## src/rtl/rf_write_arbiter_pkg.sv

```systemverilog
// Shared constants and types for the register-file write-port arbiter.
// Datapath widths live here so the top and the result FIFO agree on them.
package rf_write_arbiter_pkg;

    localparam int DATA_W          = 32;
    localparam int REG_AD_DEFAULT  = 4;
    localparam int MD_DEPTH_DEFAULT = 2;

    typedef enum logic [1:0] {
        PORT_IDLE = 2'd0,
        PORT_WB   = 2'd1,
        PORT_FIFO = 2'd2,
        PORT_MD   = 2'd3
    } port_src_e;

    // A one-entry FIFO still needs a one-bit pointer.
    function automatic int ptr_width(input int depth);
        return (depth > 1) ? $clog2(depth) : 1;
    endfunction

endpackage

```

## src/rtl/md_result_fifo.sv

```systemverilog
// Small circular FIFO holding mult/div results that lost the write port.
// Simultaneous push and pop keep the count unchanged and preserve order.
module md_result_fifo
    import rf_write_arbiter_pkg::*;
#(
    parameter int DEPTH = 2,
    parameter int WIDTH = 37
) (
    input  logic             clk,
    input  logic             rst,
    input  logic             push,
    input  logic [WIDTH-1:0] push_data,
    input  logic             pop,
    output logic [WIDTH-1:0] head_data,
    output logic             full,
    output logic             empty
);

    localparam int PW = ptr_width(DEPTH);
    localparam int CW = $clog2(DEPTH + 1);

    logic [WIDTH-1:0] mem_r [DEPTH];
    logic [PW-1:0]    wr_ptr_r;
    logic [PW-1:0]    rd_ptr_r;
    logic [CW-1:0]    count_r;
    logic             do_push_s;
    logic             do_pop_s;

    function automatic logic [PW-1:0] next_ptr(input logic [PW-1:0] p);
        return (p == PW'(DEPTH - 1)) ? {PW{1'b0}} : p + PW'(1);
    endfunction

    assign do_push_s = push && !full;
    assign do_pop_s  = pop && !empty;
    assign full      = (count_r == CW'(DEPTH));
    assign empty     = (count_r == {CW{1'b0}});
    assign head_data = mem_r[rd_ptr_r];

    // Entry storage; contents are don't-care until the count covers them.
    always_ff @(posedge clk) begin
        if (do_push_s) begin
            mem_r[wr_ptr_r] <= push_data;
        end
    end

    // Pointers and occupancy count.
    always_ff @(posedge clk or posedge rst) begin
        if (rst) begin
            wr_ptr_r <= {PW{1'b0}};
            rd_ptr_r <= {PW{1'b0}};
            count_r  <= {CW{1'b0}};
        end else begin
            if (do_push_s) begin
                wr_ptr_r <= next_ptr(wr_ptr_r);
            end
            if (do_pop_s) begin
                rd_ptr_r <= next_ptr(rd_ptr_r);
            end
            case ({do_push_s, do_pop_s})
                2'b10:   count_r <= count_r + CW'(1);
                2'b01:   count_r <= count_r - CW'(1);
                default: count_r <= count_r;
            endcase
        end
    end

endmodule

```

## src/rtl/rf_write_arbiter.sv

```systemverilog
// Shares the register-file write port between writeback and mult/div results,
// and keeps the busy scoreboard that stalls ID on pending mult/div destinations.
module rf_write_arbiter
    import rf_write_arbiter_pkg::*;
#(
    parameter int REG_AD = REG_AD_DEFAULT,
    parameter int DEPTH  = MD_DEPTH_DEFAULT,
    parameter int DW     = DATA_W
) (
    input  logic            clk,
    input  logic            rst,
    input  logic            wb_we,
    input  logic [REG_AD:0] wb_addr,
    input  logic [DW-1:0]   wb_data,
    input  logic            md_valid,
    input  logic [REG_AD:0] md_addr,
    input  logic [DW-1:0]   md_data,
    output logic            md_ready,
    input  logic            issue_valid,
    input  logic [REG_AD:0] issue_addr,
    input  logic [REG_AD:0] chk_addr_1,
    input  logic [REG_AD:0] chk_addr_2,
    input  logic [REG_AD:0] chk_addr_d,
    output logic            stall,
    output logic            reg_we,
    output logic [REG_AD:0] reg_addr_3,
    output logic [DW-1:0]   reg_write_W
);

    localparam int AW   = REG_AD + 1;
    localparam int NREG = 1 << AW;
    localparam int EW   = AW + DW;

    port_src_e         port_src_s;
    logic [AW-1:0]     sel_addr_s;
    logic [DW-1:0]     sel_data_s;
    logic              fifo_push_s;
    logic              fifo_pop_s;
    logic              fifo_full_s;
    logic              fifo_empty_s;
    logic [EW-1:0]     fifo_head_s;
    logic              md_commit_s;
    logic [NREG-1:0]   busy_r;
    logic [NREG-1:0]   busy_nxt_s;

    md_result_fifo #(
        .DEPTH (DEPTH),
        .WIDTH (EW)
    ) u_md_fifo (
        .clk       (clk),
        .rst       (rst),
        .push      (fifo_push_s),
        .push_data ({md_addr, md_data}),
        .pop       (fifo_pop_s),
        .head_data (fifo_head_s),
        .full      (fifo_full_s),
        .empty     (fifo_empty_s)
    );

    // Port source priority: writeback, then queued result, then bypass.
    always_comb begin
        port_src_s = PORT_IDLE;
        if (rst) begin
            port_src_s = PORT_IDLE;
        end else if (wb_we) begin
            port_src_s = PORT_WB;
        end else if (!fifo_empty_s) begin
            port_src_s = PORT_FIFO;
        end else if (md_valid) begin
            port_src_s = PORT_MD;
        end else begin
            port_src_s = PORT_IDLE;
        end
    end

    // Write-port data mux for the selected source.
    always_comb begin
        sel_addr_s = {AW{1'b0}};
        sel_data_s = {DW{1'b0}};
        case (port_src_s)
            PORT_WB: begin
                sel_addr_s = wb_addr;
                sel_data_s = wb_data;
            end
            PORT_FIFO: begin
                sel_addr_s = fifo_head_s[EW-1:DW];
                sel_data_s = fifo_head_s[DW-1:0];
            end
            PORT_MD: begin
                sel_addr_s = md_addr;
                sel_data_s = md_data;
            end
            default: begin
                sel_addr_s = {AW{1'b0}};
                sel_data_s = {DW{1'b0}};
            end
        endcase
    end

    // An address-0 md result still retires; only the write enable is masked.
    assign md_commit_s = (port_src_s == PORT_FIFO) || (port_src_s == PORT_MD);
    assign fifo_pop_s  = (port_src_s == PORT_FIFO);
    assign md_ready    = !rst && !fifo_full_s;
    assign fifo_push_s = md_valid && md_ready && (port_src_s != PORT_MD);

    assign reg_we      = (port_src_s != PORT_IDLE) && (sel_addr_s != {AW{1'b0}});
    assign reg_addr_3  = sel_addr_s;
    assign reg_write_W = sel_data_s;

    // Scoreboard update: a same-cycle issue wins over a commit to that register.
    always_comb begin
        busy_nxt_s = {NREG{1'b0}};
        for (int i = 1; i < NREG; i++) begin
            busy_nxt_s[i] = (issue_valid && (issue_addr == AW'(i))) ||
                            (busy_r[i] && !(md_commit_s && (sel_addr_s == AW'(i))));
        end
    end

    // Busy scoreboard register.
    always_ff @(posedge clk or posedge rst) begin
        if (rst) begin
            busy_r <= {NREG{1'b0}};
        end else begin
            busy_r <= busy_nxt_s;
        end
    end

    assign stall = !rst && (busy_r[chk_addr_1] || busy_r[chk_addr_2] || busy_r[chk_addr_d]);

endmodule
```

## config.mk

```make
export PLATFORM = sky130hd
export DESIGN_NAME = rf_write_arbiter
export DESIGN_NICKNAME = d
export VERILOG_FILES = /design/src/rtl/rf_write_arbiter_pkg.sv /design/src/rtl/md_result_fifo.sv /design/src/rtl/rf_write_arbiter.sv
export SDC_FILE = /design/constraint.sdc
export NUM_CORES = 1
export LEC_CHECK = 0
export BUFFER_PORTS_ARGS = -buffer_cell sky130_fd_sc_hd__buf_2
export CORE_ASPECT_RATIO = 0.75
export CORE_MARGIN = 4
export CORE_UTILIZATION = 55
export DETAILED_ROUTE_END_ITERATION = 12
export PLACE_DENSITY = 0.81
export SLEW_MARGIN = 30
export SYNTH_ARGS = -nofsm -noshare
export SYNTH_HDL_FRONTEND = slang
export SYNTH_HIERARCHICAL = 1
export SYNTH_SLANG_ARGS = --single-unit
```

## constraint.sdc

```tcl
create_clock -name clk -period 4.4 [get_ports clk]
set_input_delay 0.88 -clock clk [delete_from_list [all_inputs] [get_ports clk]]
set_output_delay 0.88 -clock clk [all_outputs]
set_load 0.02 [all_outputs]
```

Yosys cells after proc, flatten, opt, wreduce, memory -nomap -nowiden
Memory sizes are Yosys's and may differ from the RTL's.
Index checks and enable logic that the tools add are counted.
{ "word_totals": {"reg_bits": 35, "word_cells": 270, "mem_bits_rw": 74, "out_inout_bits": 40, "in_bits": 99, "memories": 1} }
{ "mem_list": {"columns": ["name", "depth", "word_bits", "rd", "rd_clocked_by_memory_dff", "wr", "line", "text"], "rows": [
  ["u_md_fifo.mem_r", 2, 37, 1, 0, 1, "md_result_fifo.sv:22", "logic [WIDTH-1:0] mem_r [DEPTH];"]
]} }
{ "classes": {"n_mux": 17, "reduce_logical": 172, "n_addsub": 4, "eq_ne": 69, "n_lt_le_gt_ge": 3} }
{ "ops": {"columns": ["operator", "count"], "rows": [
  ["$eq A5 B5 Y1 const B", 32],
  ["$logic_and A1 B1 Y1", 100],
  ["$pmux W32 S3", 1],
  ["$eq A5 B4 Y1 const B", 16],
  ["$eq A5 B3 Y1 const B", 8],
  ["$logic_not A1 Y1", 34],
  ["$logic_or A1 B1 Y1", 34],
  ["$eq A5 B2 Y1 const B", 4],
  ["$lt A5 B6 Y1 const B", 3],
  ["$bmux W1 S5", 3],
  ["$pmux W5 S3", 1],
  ["$eq A5 B1 Y1 const B", 2],
  ["$eq A2 B2 Y1 const B", 4],
  ["$mux W2", 4],
  ["$mux W1", 7],
  ["$reduce_bool A5 Y1", 1],
  ["$eq A2 B1 Y1 const B", 2],
  ["$pmux W2 S2", 1],
  ["$reduce_bool A2 Y1", 2],
  ["$add A1 B1 Y1 const B", 2],
  ["$add A2 B1 Y2 const B", 1],
  ["$logic_not A2 Y1", 1],
  ["$ne A2 B2 Y1 const B", 1],
  ["$sub A2 B1 Y2 const B", 1]
]} }

Depth between registers and ports, before layout
Gate-level depths: netlist of the first run.
{ "logic_depth": {"word_depth": 11, "mapped_depth": 10, "depth_no_buf": 10} }

Cells and area by module
Netlist of the first run, hierarchy kept.
{ "by_module_without_submodules": {"columns": ["mod", "cells_per_inst", "seq_area_each_um2", "n_inst", "area_each_um2"], "rows": [
  ["rf_write_arbiter", 341, 775.7, 1, 3116.7],
  ["md_result_fifo", 134, 2322.2, 1, 2952.8]
]} }

Worst setup path after synthesis of the first run
OpenSTA, ideal clock, no wires.
{ "synth_path": {"path_kind": "input -> register", "startpoint": "in rst", "endpoint": "mem u_md_fifo.mem_r[0][0] (enable)", "setup_time_ns": 0.431, "path_buffers": 1, "arrival_ns": 3.227, "setup_slack_ns": 0.742, "required_time_ns": 3.969, "path_stages": 6, "cell_sequence": "buf_2 nor2_1 nand2_1 nor2_1 nand2_1 nor2_1"} }
{ "synth_via": {"elab_chain_len": 7, "word_cells_on_any_way": 9, "cone_classes": "eq/ne: 1; mux: 3; reduce/logical: 5"} }
{ "synth_lines": {"columns": ["element", "line", "text"], "rows": [
  ["start, declared", "rf_write_arbiter.sv:11", "input logic rst,"],
  ["$logic_not A1 Y1 (no line)", null, null],
  ["$logic_and A1 B1 Y1", "rf_write_arbiter.sv:103", "assign md_ready = !rst && !fifo_full_s;"],
  ["named net md_ready", "rf_write_arbiter.sv:18", "output logic md_ready,"],
  ["$logic_and A1 B1 Y1 (2 in a row)", "rf_write_arbiter.sv:104", "assign fifo_push_s = md_valid && md_ready && (port_src_s != PORT_MD);"],
  ["named net fifo_push_s", "rf_write_arbiter.sv:37", "logic fifo_push_s;"],
  ["$logic_and A1 B1 Y1", "md_result_fifo.sv:33", "assign do_push_s = push && !full;"],
  ["$mux W1", "md_result_fifo.sv:41", "if (do_push_s) begin"],
  ["$mux W1 (implied by the code)", "md_result_fifo.sv:42", "mem_r[wr_ptr_r] <= push_data;"],
  ["end, declared", "md_result_fifo.sv:22", null]
]} }
The timed path passes the listed nets, and every way through them passes these cells.

Final worst setup path of the first run
{ "layout_path": {"startpoint": "reg u_md_fifo.count_r[0]", "endpoint": "out reg_we"} }
{ "layout_via": {"elab_chain_len": 8, "word_cells_on_any_way": 11, "cone_classes": "eq/ne: 3; mux: 4; reduce/logical: 4"} }
{ "layout_lines": {"columns": ["element", "line", "text"], "rows": [
  ["start, declared", "md_result_fifo.sv:25", "logic [CW-1:0] count_r;"],
  ["start signal, assigned", "md_result_fifo.sv:51", "count_r <= {CW{1'b0}};"],
  ["start signal, assigned", "md_result_fifo.sv:60", "2'b10: count_r <= count_r + CW'(1);"],
  ["start signal, assigned", "md_result_fifo.sv:61", "2'b01: count_r <= count_r - CW'(1);"],
  ["$logic_not A2 Y1 *", "md_result_fifo.sv:36", "assign empty = (count_r == {CW{1'b0}});"],
  ["named net fifo_empty_s", "rf_write_arbiter.sv:40", "logic fifo_empty_s;"],
  ["$mux W2 *", "rf_write_arbiter.sv:67", "end else if (!fifo_empty_s) begin"],
  ["$mux W2 *", "rf_write_arbiter.sv:65", "end else if (wb_we) begin"],
  ["$mux W2 *", "rf_write_arbiter.sv:63", "if (rst) begin"],
  ["$eq A2 B2 Y1 / $eq A2 B1 Y1 (equally long branches)", "rf_write_arbiter.sv:80", "case (port_src_s)"],
  ["$pmux W5 S3", "rf_write_arbiter.sv:80", null],
  ["$reduce_bool A5 Y1", "rf_write_arbiter.sv:106", "assign reg_we = (port_src_s != PORT_IDLE) && (sel_addr_s != {AW{1'b0}});"],
  ["$logic_and A1 B1 Y1 *", "rf_write_arbiter.sv:106", null],
  ["end, declared", "rf_write_arbiter.sv:25", "output logic reg_we,"]
]} }
Mark *: on every way through the listed nets, which the timed path passes. The rest lies on a longest branch.

==> summary.log, run 1 <==
[routing] DRC Markers 0
[routing] DRC marker count from the first detailed-route iteration 610
[floorplan] y dimension of the die 99.0 um
[placement] IO Port Bufs 138
[cts] number of setup buffers added after CTS 0
[grt] via count of the first global-routing pass 4,791
[cts] TritonCTS Buffers 9
[final_layout] NumNets Final 701
[worst_setup_path] Arr. time, crit path 3.01 ns
[logic_synthesis] area share of the leading cell type in the synthesized netlist 0.366
[sta] minimum clock period 3.89 ns
[final_layout] Filler Cell Count 748
[worst_setup_path] Crit path depth 7
[routing] total length of routed wires 16,000 um
[logic_synthesis] portion of the post-synthesis area used by sequential elements 0.510
[worst_setup_path] capture instance of the worst register-to-register path busy_r[21]$_DFF_PP0_
[power_and_ir_drop] Power, Total 0.00353 W
[min_path] worst hold start u_md_fifo/count_r[1]$_DFFE_PP0P_
[min_path] hold endpoint u_md_fifo/count_r[1]$_DFFE_PP0P_
[worst_setup_path] Worst setup SP type register
[placement] cell area reported after detailed placement 6840 um^2
[logic_synthesis] cell with the most instances after synthesis edfxtp_1
[cts] cts-stage hold buffer count 0
[worst_setup_path] startpoint-to-endpoint class of the critical path reg2out
[logic_synthesis] synthesized area divided by synthesized cell count 12.8 um^2
[final_layout] number of diodes 0
[sta] setup slack of the critical path after layout 0.509 ns
[worst_setup_path] family with the most delay on the worst path simple AND/OR/NAND/NOR gates
[placement] last weighted congestion value of the routability-driven placer 0.986
[routing] Routed Antenna Nets 0
[worst_setup_path] reg2reg start u_md_fifo/count_r[0]$_DFFE_PP0P_
[placement] worst slack at placement 0.765 ns
[worst_setup_path] data required time of the worst path 3.52 ns
[worst_setup_path] kind of end point of the critical path output pin
[cts] CTS Buffer Depth 2
[power_and_ir_drop] total leakage power 2.99 nW
[floorplan] Rows 32
[sta] setup repair after global routing missed its margin no
[placement] HPWL after detailed placement 12,100 um
[min_path] worst hold path depth 1
[min_path] class of the tightest hold or removal check reg2reg
[logic_synthesis] cell accounting for the most synthesized area edfxtp_1
[final_layout] area growth from synthesis to layout 17.3%
[sta] Worst Max-Slew Pin Slew 0.913 ns
[floorplan] area of the die 12,800 um^2
[power_and_ir_drop] worst-case vdd ir drop 0.299 mV
[status] run status completed
[cts] count of clock tree sinks 109
[sta] relative slew slack 0.391
[logic_synthesis] post-synth net total 575
[grt] Congestion Overflow GR 0
[logic_synthesis] combined area of all synthesized cells 6070 um^2
[final_layout] post-route cell area 7120 um^2
[worst_setup_path] standard cell with the maximum stage delay on the critical path nor4bb_4
[grt] total global-route track usage 0.251
[grt] antenna violations before repair 0
[logic_synthesis] Post-synth ARST share 0.321
[routing] routed vias/inst 6.56
[cts] root buffer cell clkbuf_16
[worst_setup_path] number of buffer and inverter stages on the critical path 2
[logic_synthesis] cell types with the highest counts after synthesis edfxtp_1 (74), dfrtp_1 (35), a222oi_1 (32), inv_1 (30), o31ai_1 (30)
[sta] ratio of final minimum period to clock period 0.884
[routing] Initial DRT Pass Iterations 9
[grt] maximum number of pins on one net before global-route repair 38
[sta] Final TNS setup 0 ns
[logic_synthesis] number of standard cells after synthesis 475
[worst_setup_path] register-to-register setup slack 1.44 ns
[sta] worst-case clock skew 0.0147 ns
[logic_synthesis] top area cells in the synthesized netlist edfxtp_1 (37%), dfrtp_1 (14%), a222oi_1 (5.3%)
[logic_synthesis] YS warnings 6
[cts] PostCTS Resize Cnt 0
[floorplan] starting utilization of the core area 0.576
[cts] clock latency at the later pin of the worst-skew pair 0.34 ns
[worst_setup_path] crit path max fanout 8
[sta] final-report setup violation count 0
[cts] post-CTS clock slew at the launch and capture registers of the worst setup and hold paths 0.08 ns
[floorplan] x dimension of the die 129 um
[worst_setup_path] sequence of cells on the critical path nor2_1, nor4bb_4, a221o_1, or2_1, inv_1, a31oi_1, buf_2
[cts] H-Tree Depth 3
[worst_setup_path] worst setup path startpoint u_md_fifo/count_r[0]$_DFFE_PP0P_
[sta] final-report hold violation count 0
[sta] fmax 257 MHz
[flow_run] maximum capacitance violations 0
[floorplan] IO Count 139
[logic_synthesis] number of synthesized register bits 109
[routing] via count 4,866
[final_layout] fraction of final layout cells with drive strength greater than 1 0.401
[logic_synthesis] number of enable-type register cells in the synthesized netlist 74
[grt] global-route wire length before repair 25,400 um
[logic_synthesis] count of distinct cell types in the synthesized netlist 66
[cts] CTS tree yes
[sta] number of max-slew violations in the final report 0
[power_and_ir_drop] power density cells 496 nW/um^2
[floorplan] area of the core 10,500 um^2
[worst_setup_path] number of cells on the worst reg-to-reg path 7
[worst_setup_path] Critical Path Max Stage Delay 0.56 ns
[routing] routed wirelength normalized by instance count 21.5 um
[logic_synthesis] top flip-flop cell by instance count after synthesis edfxtp_1
[metrics by stage]
stage          utilization  hold slack, ns  std cells
2_1_floorplan            -           0.460        475
3_3_place_gp         0.650           0.483        726
3_5_place_dp         0.650           0.485        726
4_1_cts              0.676           0.537        742
5_1_grt              0.676           0.551        742
6_report             0.676           0.530        742
[worst max-delay path by stage]
stage | endpoint | slack [ns]
CTS | reg_we | 0.53
floorplan | u_md_fifo/mem_r[0][0]$_DFFE_PP_ | 0.74
global placement | reg_we | 0.81
global route | reg_we | 0.30
detailed placement | reg_we | 0.77
finish | reg_we | 0.51
[kinds of logic (layout without fill, tap and decap cells)]
logic type / after synthesis / after routing / synth area share
DFF: 109 / 109 / 0.510
adders and majority gates: 1 / 1 / 0.00206
xor gates and xnor gates: 5 / 5 / 0.00722
buffers and inverters: 61 / 192 / 0.0458
and+or+nand+nor: 93 / 93 / 0.0926
muxes: 75 / 75 / 0.172
AOI/OAI and AO/OA: 131 / 131 / 0.170
[flip-flops by register name, summed over array words and instances (netlist names)]
| name | cells |
|---|---|
| u_md_fifo/wr_ptr_r | 1 |
| u_md_fifo/rd_ptr_r | 1 |
| busy_r | 31 |
| u_md_fifo/mem_r | 74 |
| u_md_fifo/count_r | 2 |
[layout make-up]
type / count / area, um^2 / area share
clock buffer: 9 / 225 / 0.0316
tap: 136 / 170 / 0.0239
sequential: 109 / 3100 / 0.435
clock inverter: 7 / 50.0 / 0.00703
inverter: 31 / 116 / 0.0163
multi-input combinational: 305 / 2720 / 0.381
timing repair buffer: 145 / 743 / 0.104
[layout by cell type (no fill, tap or decap), types with 4 or more instances in the layout]
cell	count
o32ai_1	4
inv_1	30
mux2_2	22
o21ai_0	24
or2_2	5
nand3_1	9
mux2i_1	20
nor2b_1	5
buf_4	7
buf_2	138
mux2_4	20
nand4b_1	4
a21oi_1	4
a2111oi_0	4
a222oi_1	32
o31ai_1	30
o21ai_1	11
mux4_2	13
edfxtp_1	74
dfrtp_1	34
nor2_1	21
nand2_1	14
clkbuf_16	9
nand2b_1	8
[per-layer routing]
metal,up-vias,GRT usage,routed length (um),share of wire
met4,0,0.0613,226,0.014
met3,18,0.0672,1670,0.10
met1,2410,0.355,6550,0.41
met5,-,0,0,0
li1,2159,-,-,-
met2,279,0.388,7510,0.47
[power breakdown]
part	switching [W]	total [W]	leakage [nW]	internal, W
logic	0.000664	0.00125	1.77	0.000586
registers	0.000227	0.00154	1.08	0.00132
clock network	0.000351	0.000737	0.136	0.000386
total	0.00124	0.00353	2.99	0.00229
(Power assumes the default switching activity.)
==> run 2: changes to the inputs <==
Settings changed: RECOVER_POWER set to 50.
==> run 2 against run 1 <==
Critical path depth up 1. First-iteration DRC count decreased by 4.3%. Via count up 0.31%. Largest power group unchanged. Combinational power about the same. Count of clock-buffer cells in the layout did not move. Cell area is 0.88% lower. Core utilization decreased by 0.59 points. Worst setup slack got worse by 0.067 ns. Maximum frequency down 1.7%. Worst hold slack got worse by 0.019 ns.
==> summary.log, run 2 (synthesis gave the netlist of run 1 again) <==
[sta] minimum clock period 3.96 ns [+0.0672 ns]
[routing] Routed Antenna Nets 0 [unchanged]
[final_layout] highest-count cells in the layout ignoring fill and taps buf_2 (99), edfxtp_1 (74), clkbuf_1 (39)
[floorplan] area of the core 10,500 um^2 [unchanged]
[grt] via count of the first global-routing pass 4,791 [unchanged]
[worst_setup_path] Arr. time, crit path 3.08 ns [+0.07 ns]
[floorplan] area of the die 12,800 um^2 [unchanged]
[sta] number of max-slew violations in the final report 0 [unchanged]
[grt] total global-route track usage 0.251 [unchanged]
[power_and_ir_drop] total leakage power 2.88 nW [-3.7%]
[routing] total length of routed wires 16,000 um [+0.18%]
[worst_setup_path] crit path max fanout 8 [unchanged]
[min_path] worst hold start u_md_fifo/wr_ptr_r$_DFFE_PP0P_
[grt] maximum number of pins on one net before global-route repair 38 [unchanged]
[worst_setup_path] data required time of the worst path 3.52 ns [about the same]
[routing] highest routed layer met4
[final_layout] Top Registers u_md_fifo/mem_r (74), busy_r (31), u_md_fifo/count_r (2)
[placement] HPWL after detailed placement 12,100 um [unchanged]
[floorplan] Rows 32 [unchanged]
[routing] met2 routed WL 7510 um [about the same]
[sta] setup slack of the critical path after layout 0.441 ns [-0.0672 ns]
[cts] H-Tree Depth 3 [unchanged]
[floorplan] x dimension of the die 129 um [unchanged]
[min_path] class of the tightest hold or removal check reg2reg
[final_layout] largest register by flop count u_md_fifo/mem_r
[sta] ratio of final minimum period to clock period 0.900 [+0.0153]
[floorplan] starting utilization of the core area 0.576 [unchanged]
[routing] DRC Markers 0 [unchanged]
[grt] Congestion Overflow GR 0 [unchanged]
[cts] post-CTS clock slew at the launch and capture registers of the worst setup and hold paths 0.07 ns [about the same]
[min_path] worst hold path depth 1 [unchanged]
[sta] final-report hold violation count 0 [unchanged]
[worst_setup_path] reg2reg start u_md_fifo/count_r[0]$_DFFE_PP0P_
[routing] Initial DRT Pass Iterations 7 [-2]
[worst_setup_path] sequence of cells on the critical path nor2_1, nor4bb_4, buf_4, and2_0, or2_2, nor2_1, a31oi_1, buf_2
[min_path] hold endpoint u_md_fifo/wr_ptr_r$_DFFE_PP0P_
[sta] worst-case clock skew 0.0125 ns [-0.00224 ns]
[final_layout] fraction of final layout cells with drive strength greater than 1 0.332 [-0.0693]
[worst_setup_path] Worst setup SP type register
[sta] Worst Max-Slew Pin Slew 1.13 ns [+0.213 ns]
[power_and_ir_drop] worst-case vdd ir drop 0.297 mV [-0.59%]
[cts] PostCTS Resize Cnt 0 [unchanged]
[cts] root buffer cell clkbuf_16
[power_and_ir_drop] power density cells 499 nW/um^2 [+0.51%]
[final_layout] NumNets Final 701 [unchanged]
[final_layout] most frequent standard cell in the layout excluding fill and tap cells buf_2
[worst_setup_path] number of buffer and inverter stages on the critical path 2 [unchanged]
[status] run status completed
[worst_setup_path] worst setup path startpoint u_md_fifo/count_r[0]$_DFFE_PP0P_
[routing] DRC marker count from the first detailed-route iteration 584 [-4.3%]
[sta] fmax 253 MHz [-1.7%]
[routing] metal1 wirelength 6660 um [+1.6%]
[cts] CTS Buffer Depth 2 [unchanged]
[sta] setup repair after global routing missed its margin no
[grt] global-route wire length before repair 25,400 um [unchanged]
[sta] final-report setup violation count 0 [unchanged]
[worst_setup_path] Critical Path Max Stage Delay 0.57 ns [about the same]
[worst_setup_path] capture instance of the worst register-to-register path busy_r[21]$_DFF_PP0_
[flow_run] maximum capacitance violations 0 [unchanged]
[routing] routed vias/inst 6.58 [+0.31%]
[routing] via count 4,881 [+0.31%]
[worst_setup_path] standard cell with the maximum stage delay on the critical path nor4bb_4
[sta] relative slew slack 0.247 [-0.145]
[routing] met3 layer wire length in the routed design 1560 um [-7.0%]
[placement] worst slack at placement 0.765 ns [unchanged]
[cts] CTS tree yes
[cts] count of clock tree sinks 109 [unchanged]
[cts] clock latency at the later pin of the worst-skew pair 0.34 ns [about the same]
[final_layout] Filler Cell Count 771 [+3.1%]
[worst_setup_path] kind of end point of the critical path output pin
[placement] IO Port Bufs 138 [unchanged]
[placement] last weighted congestion value of the routability-driven placer 0.986 [unchanged]
[floorplan] y dimension of the die 99.0 um [unchanged]
[final_layout] area growth from synthesis to layout 16.3%
[cts] TritonCTS Buffers 9 [unchanged]
[sta] minimum hold slack 0.511 ns [-0.0192 ns]
[cts] cts-stage hold buffer count 0 [unchanged]
[final_layout] number of flip-flops under the largest register name 74 [unchanged]
[sta] Final TNS setup 0 ns [unchanged]
[cts] number of setup buffers added after CTS 0 [unchanged]
[grt] antenna violations before repair 0 [unchanged]
[worst_setup_path] cell type with the highest occurrence count on the critical path nor2_1
[routing] routed wirelength normalized by instance count 21.5 um [+0.18%]
[worst_setup_path] number of cells on the worst reg-to-reg path 7 [unchanged]
[floorplan] IO Count 139 [unchanged]
[worst_setup_path] family with the most delay on the worst path simple AND/OR/NAND/NOR gates
[worst_setup_path] register-to-register setup slack 1.34 ns [-0.10 ns]
[worst_setup_path] startpoint-to-endpoint class of the critical path reg2out
[final_layout] number of diodes 0 [unchanged]
==> run 2: cell count changes in the layout (fill, tap and decap cells not counted), moves of 2 or more <==
cell and delta:
buf_2 -39, o21ai_0 +2, clkbuf_1 +39, o21ai_1 -2
==> run 2: metrics by stage <==
step,util,power [W],std cells,cell area [um^2]
floorplan,-,0.00241,475,6070
global placement,0.650,0.00274,726,6840
detailed placement,0.650,0.00279,726,6840
CTS,0.676,0.00352,742,7120
global route,0.670,0.00368,742,7060
finish,0.670,0.00352,742,7060
==> run 2: cell type report <==
class / count / area, um^2 / area share
multi-input cells: 305 / 2700 / 0.383
clock buffers: 9 / 225 / 0.0319
repair buffers: 145 / 694 / 0.0984
flip-flops and latches: 109 / 3100 / 0.439
inverters: 31 / 116 / 0.0165
well taps: 136 / 170 / 0.0241
clock inverters: 7 / 50.0 / 0.00709
==> run 2: power by group <==
part	internal, W	leakage, nW	total (W)	switching, W
Combinational	0.000578	1.66	0.00124	0.000663
Sequential	0.00132	1.08	0.00154	0.000225
Clock	0.000386	0.136	0.000734	0.000349
==> run 2: per-layer routing <==
metal | up-vias | global-route usage
met1 | 2417 | 0.355
li1 | 2158 | -
met4 | 0 | 0.0613
met3 | 24 | 0.0672
met2 | 282 | 0.388
met5 | - | 0
==> run 2: worst max-delay path by stage <==
stage	to	cells after the start
detailed placement	reg_we	7
global placement	reg_we	7
global route	reg_we	8
finish	reg_we	8
floorplan	u_md_fifo/mem_r[0][0]$_DFFE_PP_	6
CTS	reg_we	7
==> run 3: changes to the inputs <==
Settings changed: CELL_PAD_IN_SITES_DETAIL_PLACEMENT set to 0, CELL_PAD_IN_SITES_GLOBAL_PLACEMENT set to 1, CORE_UTILIZATION 55 to 44, PLACE_DENSITY 0.81 to unset, PLACE_DENSITY_LB_ADDON set to 0.1.
==> run 3 against run 2 <==
The run now ends with max-capacitance violations, max-slew violations left. Clock skew about the same. Sequential share of layout area down 0.48 points. Via count down 1.2%. First-iteration DRC count down 3.3%. Flip-flop and latch count unchanged. Core utilization down 13 points. Critical path depth down 1. Register-to-register slack worse by 0.04 ns. Worst setup slack worse by 0.15 ns. Total power up 2.5%. Die area up 23%.
==> summary.log, run 3 (synthesis gave the netlist of run 1 again) <==
[final_layout] NumNets Final 701 [unchanged]
[cts] CTS tree yes
[sta] Final TNS setup 0 ns [unchanged]
[worst_setup_path] kind of end point of the critical path output pin
[routing] via count 4,823 [-1.2%]
[final_layout] most frequent standard cell in the layout excluding fill and tap cells buf_2
[final_layout] largest register by flop count u_md_fifo/mem_r
[power_and_ir_drop] switching power 0.00125 W [+1.4%]
[worst_setup_path] number of buffer and inverter stages on the critical path 3 [+1]
[sta] worst-case clock skew 0.0127 ns [+0.000150 ns]
[grt] Congestion Overflow GR 0 [unchanged]
[power_and_ir_drop] sequential cell fraction of total power 0.431 [-0.008]
[sta] final-report setup violation count 0 [unchanged]
[sta] number of max-slew violations in the final report 38 [+38]
[min_path] class of the tightest hold or removal check reg2reg
[routing] Initial DRT Pass Iterations 10 [+3]
[final_layout] Top Registers u_md_fifo/mem_r (74), busy_r (31), u_md_fifo/count_r (2)
[routing] total length of routed wires 16,300 um [+2.2%]
[grt] maximum number of pins on one net before global-route repair 38 [unchanged]
[sta] ratio of final minimum period to clock period 0.935 [+0.0352]
[flow_run] maximum capacitance violations 1 [+1]
[status] run status complete, but fails checks
[status] failing checks max-capacitance violations, max-slew violations
[final_layout] area growth from synthesis to layout 17.5%
[placement] HPWL after detailed placement 12,300 um [+2.1%]
[worst_setup_path] capture instance of the worst register-to-register path u_md_fifo/mem_r[1][30]$_DFFE_PP_
[worst_setup_path] Crit path depth 7 [-1]
[grt] antenna violations before repair 0 [unchanged]
[sta] Worst Max-Slew Pin Slew 1.80 ns [+0.677 ns]
[cts] root buffer cell clkbuf_16
[cts] PostCTS Resize Cnt 0 [unchanged]
[grt] M2 GR Usage 0.292 [-0.0955]
[cts] H-Tree Depth 3 [unchanged]
[power_and_ir_drop] worst-case vdd ir drop 0.238 mV [-20%]
[worst_setup_path] CP Capture Point reg_we
[cts] number of setup buffers added after CTS 0 [unchanged]
[final_layout] final cell utilization of the core 0.539 [-0.131]
[final_layout] Filler Cell Count 1,199 [+56%]
[final_layout] number of diodes 0 [unchanged]
[cts] TritonCTS Buffers 9 [unchanged]
[power_and_ir_drop] Cell Int Power 0.00235 W [+3.1%]
[grt] global-route wire length before repair 24,900 um [-2.1%]
[grt] met1 usage 0.313 [-0.0424]
[floorplan] starting utilization of the core area 0.458 [-0.118]
[cts] cts-stage hold buffer count 0 [unchanged]
[worst_setup_path] register-to-register setup slack 1.30 ns [-0.04 ns]
[power_and_ir_drop] fraction of power spent switching nets 0.348 [-0.00361]
[grt] via count of the first global-routing pass 4,509 [-5.9%]
[cts] clock latency at the later pin of the worst-skew pair 0.35 ns [about the same]
[power_and_ir_drop] Clock Power Share 0.229 [+0.020]
[sta] setup repair after global routing missed its margin no
[power_and_ir_drop] Power, Total 0.00361 W [+2.5%]
[worst_setup_path] standard cell with the maximum stage delay on the critical path nor4bb_4
[final_layout] non-filler instance count after layout 777 [+4.7%]
[placement] IO Port Bufs 138 [unchanged]
[grt] most utilized layer in the global route result met1
[sta] minimum hold slack 0.504 ns [-0.00751 ns]
[routing] routed wirelength normalized by instance count 21.0 um [-2.4%]
[placement] number of cells after detailed placement 761 [+4.8%]
[worst_setup_path] startpoint-to-endpoint class of the critical path in2out
[sta] fmax 243 MHz [-3.8%]
[final_layout] area of combinational cells with multiple inputs 2710 um^2 [+0.14%]
[cts] count of clock tree sinks 109 [unchanged]
[routing] DRC marker count from the first detailed-route iteration 565 [-3.3%]
[final_layout] FF/Latch Area 3100 um^2 [unchanged]
[power_and_ir_drop] power density cells 505 nW/um^2 [+1.4%]
[worst_setup_path] number of cells on the worst reg-to-reg path 4 [-3]
[worst_setup_path] data required time of the worst path 3.52 ns [about the same]
[worst_setup_path] reg2reg start u_md_fifo/count_r[0]$_DFFE_PP0P_
[worst_setup_path] sequence of cells on the critical path clkbuf_1, nor4bb_4, a221o_1, or2_1, inv_1, a31oi_1, buf_2
[routing] DRC Markers 0 [unchanged]
[floorplan] IO Count 139 [unchanged]
[routing] routed vias/inst 6.21 [-5.6%]
[sta] relative slew slack -0.202 [-0.448]
[grt] total global-route track usage 0.206 [-0.0444]
[floorplan] Rows 36 [+13%]
[floorplan] y dimension of the die 110 um [+11%]
[sta] final-report hold violation count 0 [unchanged]
[grt] met3 GRT Util 0.0639 [-0.00326]
[worst_setup_path] Critical Path Max Stage Delay 0.77 ns [+0.20 ns]
[routing] Routed Antenna Nets 0 [unchanged]
[worst_setup_path] worst setup path startpoint rst
[cts] post-CTS clock slew at the launch and capture registers of the worst setup and hold paths 0.08 ns [about the same]
[final_layout] number of flip-flops under the largest register name 74 [unchanged]
[final_layout] highest-count cells in the layout ignoring fill and taps buf_2 (99), edfxtp_1 (74), clkbuf_1 (40)
[final_layout] fraction of final layout cells with drive strength greater than 1 0.335 [+0.00330]
[floorplan] area of the die 15,800 um^2 [+23%]
[power_and_ir_drop] Logic pwr share 0.340 [-0.013]
[power_and_ir_drop] total leakage power 2.89 nW [+0.52%]
[sta] minimum clock period 4.11 ns [+0.155 ns]
[worst_setup_path] Arr. time, crit path 3.23 ns [+0.15 ns]
[worst_setup_path] Worst setup SP type primary input
[floorplan] x dimension of the die 144 um [+11%]
[floorplan] area of the core 13,200 um^2 [+26%]
[worst_setup_path] crit path max fanout 17 [+9]
[placement] last weighted congestion value of the routability-driven placer 0.892 [-9.6%]
[cts] CTS Buffer Depth 2 [unchanged]
[worst_setup_path] family with the most delay on the worst path simple AND/OR/NAND/NOR gates
[run 3: cell count changes in the layout (fill, tap and decap cells not counted), sizes merged]
cell    previous run  this run
clkbuf            48        49
clkinv             6         1
inv               32        35
bufinv             0         1
[run 3: routing by layer]
metal	wire (um)	share of wire
met1	7600	0.47
met3	1680	0.10
met4	146	0.0089
met2	6900	0.42
met5	0	0
[run 3: worst min path at each step]
stage                                           startpoint                               end  slack [ns]  cells after the start
final                     u_md_fifo/count_r[1]$_DFFE_PP0P_  u_md_fifo/count_r[1]$_DFFE_PP0P_        0.50                      1
after global routing      u_md_fifo/count_r[1]$_DFFE_PP0P_  u_md_fifo/count_r[1]$_DFFE_PP0P_        0.54                      1
after CTS                 u_md_fifo/count_r[1]$_DFFE_PP0P_  u_md_fifo/count_r[1]$_DFFE_PP0P_        0.51                      1
after detailed placement  u_md_fifo/count_r[1]$_DFFE_PP0P_  u_md_fifo/count_r[1]$_DFFE_PP0P_        0.50                      1
after global placement    u_md_fifo/count_r[1]$_DFFE_PP0P_  u_md_fifo/count_r[1]$_DFFE_PP0P_        0.48                      1
after floorplan             u_md_fifo/wr_ptr_r$_DFFE_PP0P_    u_md_fifo/wr_ptr_r$_DFFE_PP0P_        0.46                      1
[run 3: worst reg2reg max path, cell delays in order (launching register included)]
cell	delay [ns]
dfrtp_1	0.42
nor2_1	0.46
nor4bb_4	0.76
nor2_1	0.14
and3_1	0.80
[run 3: cell type report]
| class | count | share of cell area |
|---|---|---|
| sequential | 109 | 0.434 |
| clock buffer | 10 | 0.0321 |
| clock inverter | 6 | 0.0107 |
| timing repair buffer | 145 | 0.0973 |
| tap | 171 | 0.0300 |
| inverter | 31 | 0.0163 |
| multi-input combinational | 305 | 0.379 |
[run 3: power by group through the flow]
stage | logic [W] | registers, W | clock network [W]
2_1_floorplan | 0.000975 | 0.00144 | 0
3_3_place_gp | 0.00121 | 0.00157 | 0
3_5_place_dp | 0.00123 | 0.00157 | 0
4_1_cts | 0.00124 | 0.00154 | 0.000848
5_1_grt | 0.00133 | 0.00157 | 0.000883
6_report | 0.00123 | 0.00156 | 0.000825
[run 3: per-stage QoR]
stage	area (um^2)	setup WS [ns]
global route	7130	0.178
global placement	6880	0.601
detailed placement	6880	0.528
floorplan	6070	0.742
CTS	7190	0.322
finish	7130	0.286
